<file path="config.mk">
export PLATFORM = sky130hd
export DESIGN_NAME = occ_link_checker_gen
export DESIGN_NICKNAME = d
export VERILOG_FILES = /design/src/rtl/occ_link_checker_pkg.sv /design/src/rtl/occ_link_checker_gen.sv
export SDC_FILE = /design/constraint.sdc
export NUM_CORES = 1
export LEC_CHECK = 0
export ABC_CLOCK_PERIOD_IN_PS = 1300
export BUFFER_PORTS_ARGS = -buffer_cell sky130_fd_sc_hd__buf_2
export CORE_MARGIN = 2
export CORE_UTILIZATION = 23
export CTS_CLUSTER_DIAMETER = 120
export DETAILED_ROUTE_END_ITERATION = 8
export HOLD_SLACK_MARGIN = 0.03
export MAX_ROUTING_LAYER = met4
export PLACE_DENSITY_LB_ADDON = 0.08
export SLEW_MARGIN = 20
export SYNTH_ARGS = -nofsm -noshare
export SYNTH_HDL_FRONTEND = slang
export SYNTH_SLANG_ARGS = --single-unit
</file>
<file path="constraint.sdc">
create_clock -name clk -period 1.3 [get_ports clk]
set_input_delay 0.195 -clock clk [delete_from_list [all_inputs] [get_ports clk]]
set_output_delay 0.195 -clock clk [all_outputs]
set_load 0.1 [all_outputs]
</file>
<file path="src/rtl/occ_link_checker_pkg.sv">
// Shared definitions for the link checker: FSM state encoding and the
// default idle character used by both the TX generator and the RX checker.
package occ_link_checker_pkg;

    typedef enum logic [2:0] {
        ST_WAIT_RDY = 3'd0,
        ST_RESYNC   = 3'd1,
        ST_BLIND    = 3'd2,
        ST_CHECK    = 3'd3,
        ST_PASS     = 3'd4,
        ST_FAIL     = 3'd5
    } state_t;

    // 16-bit idle character and its K flags; wider links replicate these.
    localparam logic [15:0] IDLE_CHAR   = 16'h95bc;
    localparam logic [1:0]  IDLE_CHAR_K = 2'b01;

    // Error counter saturation value.
    localparam logic [7:0]  ERR_CNT_MAX = 8'hff;

endpackage

</file>
<file path="src/rtl/occ_link_checker_gen.sv">
// TX pattern generator: a free-running timestamp plus a phase counter.
// On phase 0 the current timestamp is sent as a data word (K=0); all other
// phases send the idle character. Output is registered (one-cycle latency).
module occ_link_checker_gen
    import occ_link_checker_pkg::*;
#(
    parameter int          g_DATA_WIDTH  = 16,
    parameter logic [15:0] g_IDLE        = IDLE_CHAR,
    parameter logic [1:0]  g_IDLE_K      = IDLE_CHAR_K,
    parameter int          g_IDLE_PERIOD = 13
) (
    input  logic                      clk,
    input  logic                      rst_n,
    output logic [g_DATA_WIDTH-1:0]   ts,
    output logic [g_DATA_WIDTH-1:0]   tx_data,
    output logic [g_DATA_WIDTH/8-1:0] tx_k
);

    localparam int KW = g_DATA_WIDTH / 8;
    localparam logic [g_DATA_WIDTH-1:0] IDLE_WORD   = {(g_DATA_WIDTH/16){g_IDLE}};
    localparam logic [KW-1:0]           IDLE_K_WORD = {(g_DATA_WIDTH/16){g_IDLE_K}};
    localparam logic [g_DATA_WIDTH-1:0] TS_STEP     = {{(g_DATA_WIDTH-1){1'b0}}, 1'b1};
    localparam logic [7:0]              PHASE_LAST  = 8'(g_IDLE_PERIOD - 1);

    logic [7:0] phase;

    // Timestamp, phase counter and registered TX word.
    always_ff @(posedge clk or negedge rst_n) begin
        if (!rst_n) begin
            ts      <= '0;
            phase   <= '0;
            tx_data <= IDLE_WORD;
            tx_k    <= IDLE_K_WORD;
        end else begin
            ts    <= ts + TS_STEP;
            phase <= (phase == PHASE_LAST) ? '0 : phase + 8'd1;
            if (phase == 8'd0) begin
                tx_data <= ts;
                tx_k    <= '0;
            end else begin
                tx_data <= IDLE_WORD;
                tx_k    <= IDLE_K_WORD;
            end
        end
    end

endmodule

</file>
==> impl_metrics.toml <==
[detailed_routing]
routedWlPerCell_um = 12.6
avgViaCountPerCell = 4.03
routed_wl_um = 3790
drt-pass1-iter-count = 4
first_iter_violations = 33
vias = 1213
ant_nets = 0
drc = 0

[power]
combPwrFrac_pct = 2.0
pwr_density_cell_mw_per_mm2 = 806
power.leakage_nw = 1.33
ir_drop_mv = 0.427
seq_power_share_pct = 55.1
p_switching_mw = 0.471
design_power_total_mw = 2.31
pwr-share-clk_pct = 42.8
p_int_mw = 1.84
swShare_pct = 20.4

[timing]
fin_tns_setup_ns = -0.0969
fin_worst_skew_ns = 0.00811
layout_min_cycle_time_ns = 1.34
rsz0062_at_grt = "true"
drv_slew = 0
setup_slack_ns = -0.0352
fmax_ghz = 0.749
finalHoldViolCount = 0
fin_crit_sh_pct = 103
setup_viol = 6

[global_routing]
grt_pass1_vias = 1218
grt_max_degree = 42
grt_usage_pct = 10.4
antenna_found_initial = 0
grt-ovfl-total = 0
grt_pass1_wl_um = 5940

[setup_path]
crit_chain = "buf_4 > buf_12"
end_kind = "primary output"
crit_type = "reg2out"
worstPathMaxFanout = 6
max_stage_delay_ns = 0.50
critPathRequiredTime_ns = 1.11
start_kind = "flop"
crit_slowest_cell = "dfrtp_4"
crit_arrival_ns = 1.14

[die]
initial_core_util_pct = 23.9
die_area_mm2 = 0.00780
ios = 36
dieWidth_um = 88.3
dieHeight_um = 88.3
fp-row-count = 30
core_area_mm2 = 0.00683

[synth]
synth_area_mm2 = 0.00164
synth.distinct_cells = 29
synth_flop_cell = "dfrtp_1"
synth_warnings = 0
async_reset_ff_share_pct = 100
synth_cells = 132
syn_nets = 137
ys_seq_area_share_pct = 63.5
ys_seq_elements = 41
synth.avg_cell_area_um2 = 12.4
synth-edff-count = 0

[cts]
clk_pin_slew_ns = 0.08
root_buffer = "clkbuf_8"
clockBufferDepth = 2
cts_sinks = 41
clkLatencyLatePin_ns = 0.29
cts_made_buffers = 5
cts-htree-levels = 2
cts_tree = "done"

[layout]
synthToLayoutAreaGrowth_pct = 75.7
drive_gt1_share_pct = 55.1
antenna_cells = 0
layout.nets = 210

[flow_run]
maxCapViolations = 0

[worst_hold_path]
hp-class = "in2async"

[run_status]
outcome = "finished, violations left"
violations = "negative setup slack"

[place]
dp_hpwl_um = 2550
gp_congestion = 0.730
dp_slack_ns = -0.0653
portBuffers = 34
critical path, delay by kind of cell (launching register included):
family,cells,cell delay [ns]
DFF,1,0.50
buffers and inverters,2,0.35
path summary, 6_finish.rpt:
path / from / endpoint / slack [ns] / depth (start not counted)
hold / removal: rst_n / tx_data[6] / 0.40 / 3
hold reg to reg: ts[14] / ts[14] / 0.53 / 1
setup reg to reg: phase[6] / tx_data[3] / -0.02 / 3
max in group asynchronous: rst_n / tx_data[2] / 0.63 / 3
setup / recovery: ts[3] / ts[3] / -0.04 / 2
min in group clk: ts[14] / ts[14] / 0.53 / 1
cells by family (layout without fill, tap and decap cells):
group,count (synthesis),count (layout),share of synthesized area (%)
AO/OA/AOI/OAI,7,7,3.29
XOR/XNOR,17,17,9.10
adder cells (fa/ha/maj),3,3,2.30
buffers and inverters,10,82,2.98
flip-flops,41,41,63.5
other,1,1,0.229
AND/OR/NAND/NOR,53,54,18.6
sequential cells by signal, summed over array words and instances (netlist names):
name     count
phase        8
ts          16
tx_k         1
tx_data     16
power groups by stage:
stage               sequential (mW)  clock (mW)  combinational (mW)
CTS                            1.28        1.02              0.0511
floorplan                      1.30           0              0.0148
finish                         1.28       0.991              0.0473
global placement               1.30           0              0.0477
detailed placement             1.30           0              0.0491
global route                   1.28        1.09              0.0540
cells in the final DEF (no fill, tap or decap), types with 3 or more instances in the layout:
| master | n |
|---|---|
| buf_12 | 28 |
| buf_4 | 23 |
| dfrtp_1 | 16 |
| dfrtp_4 | 12 |
| xor2_1 | 11 |
| dfstp_2 | 10 |
| nand2_1 | 8 |
| buf_2 | 8 |
| inv_1 | 7 |
| buf_6 | 7 |
| xnor2_1 | 6 |
| nor2_1 | 6 |
| and2_1 | 6 |
| nand3_1 | 5 |
| nand2b_1 | 5 |
| clkbuf_8 | 5 |
| nor4_4 | 4 |
| nand4_1 | 3 |
| nor3_1 | 3 |
| or2b_1 | 3 |
| dfrtp_2 | 3 |
synthesized netlist by cell type, types with 2 or more instances:
cell type   n  area share, %
nand2b_1    5            1.9
inv_1       7            1.6
nor4_1      4            1.5
nand3_1     6            1.8
xor2_1     11            5.9
dfrtp_1    31             47
a31oi_1     2           0.76
nand2_1     9            2.1
or2b_1      3            1.4
nor3_1      5            1.5
dfstp_2    10             16
nand4_1     3            1.1
and2_1      6            2.3
xnor2_1     6            3.2
a21o_1      2           0.92
ha_1        3            2.3
nor2_1      7            1.6
metrics by stage:
step / hold slack [ns] / instances / util (%) / cell area, µm²
4_1_cts: 0.411 / 292 / 40.2 / 2750
5_1_grt: 0.440 / 301 / 42.1 / 2870
3_5_place_dp: 0.191 / 280 / 37.7 / 2580
6_report: 0.401 / 301 / 42.1 / 2870
2_1_floorplan: -0.101 / 132 / - / 1750
3_3_place_gp: 0.188 / 280 / 37.7 / 2580
metal layers:
layer | track usage, % | part of all wire (%) | up-vias
met5 | - | 0 | -
met4 | 3.72 | 1.6 | 0
met3 | 3.17 | 4.5 | 5
met2 | 15.4 | 48 | 27
met1 | 13.5 | 46 | 591
li1 | - | - | 590
repair_timing:
action / in CTS / in global routing
gates resized for setup: 3 / 10
gates cloned: 0 / 1
buffers inserted: 5 / 8
setup endpoints to repair: 13 / 31
pin swaps: 1 / 3
hold buffers: 1 / 0
endpoints found under the hold margin: 31 / 0
layout make-up:
class	instances	area (µm²)
fill	663	3960
clock buffer	5	68.8
inverter	8	30.0
timing repair buffer	67	862
multi-input combinational	82	669
sequential	41	1090
clock inverter	2	35.0
tap	96	120
Power figures use the tool's default switching activity.
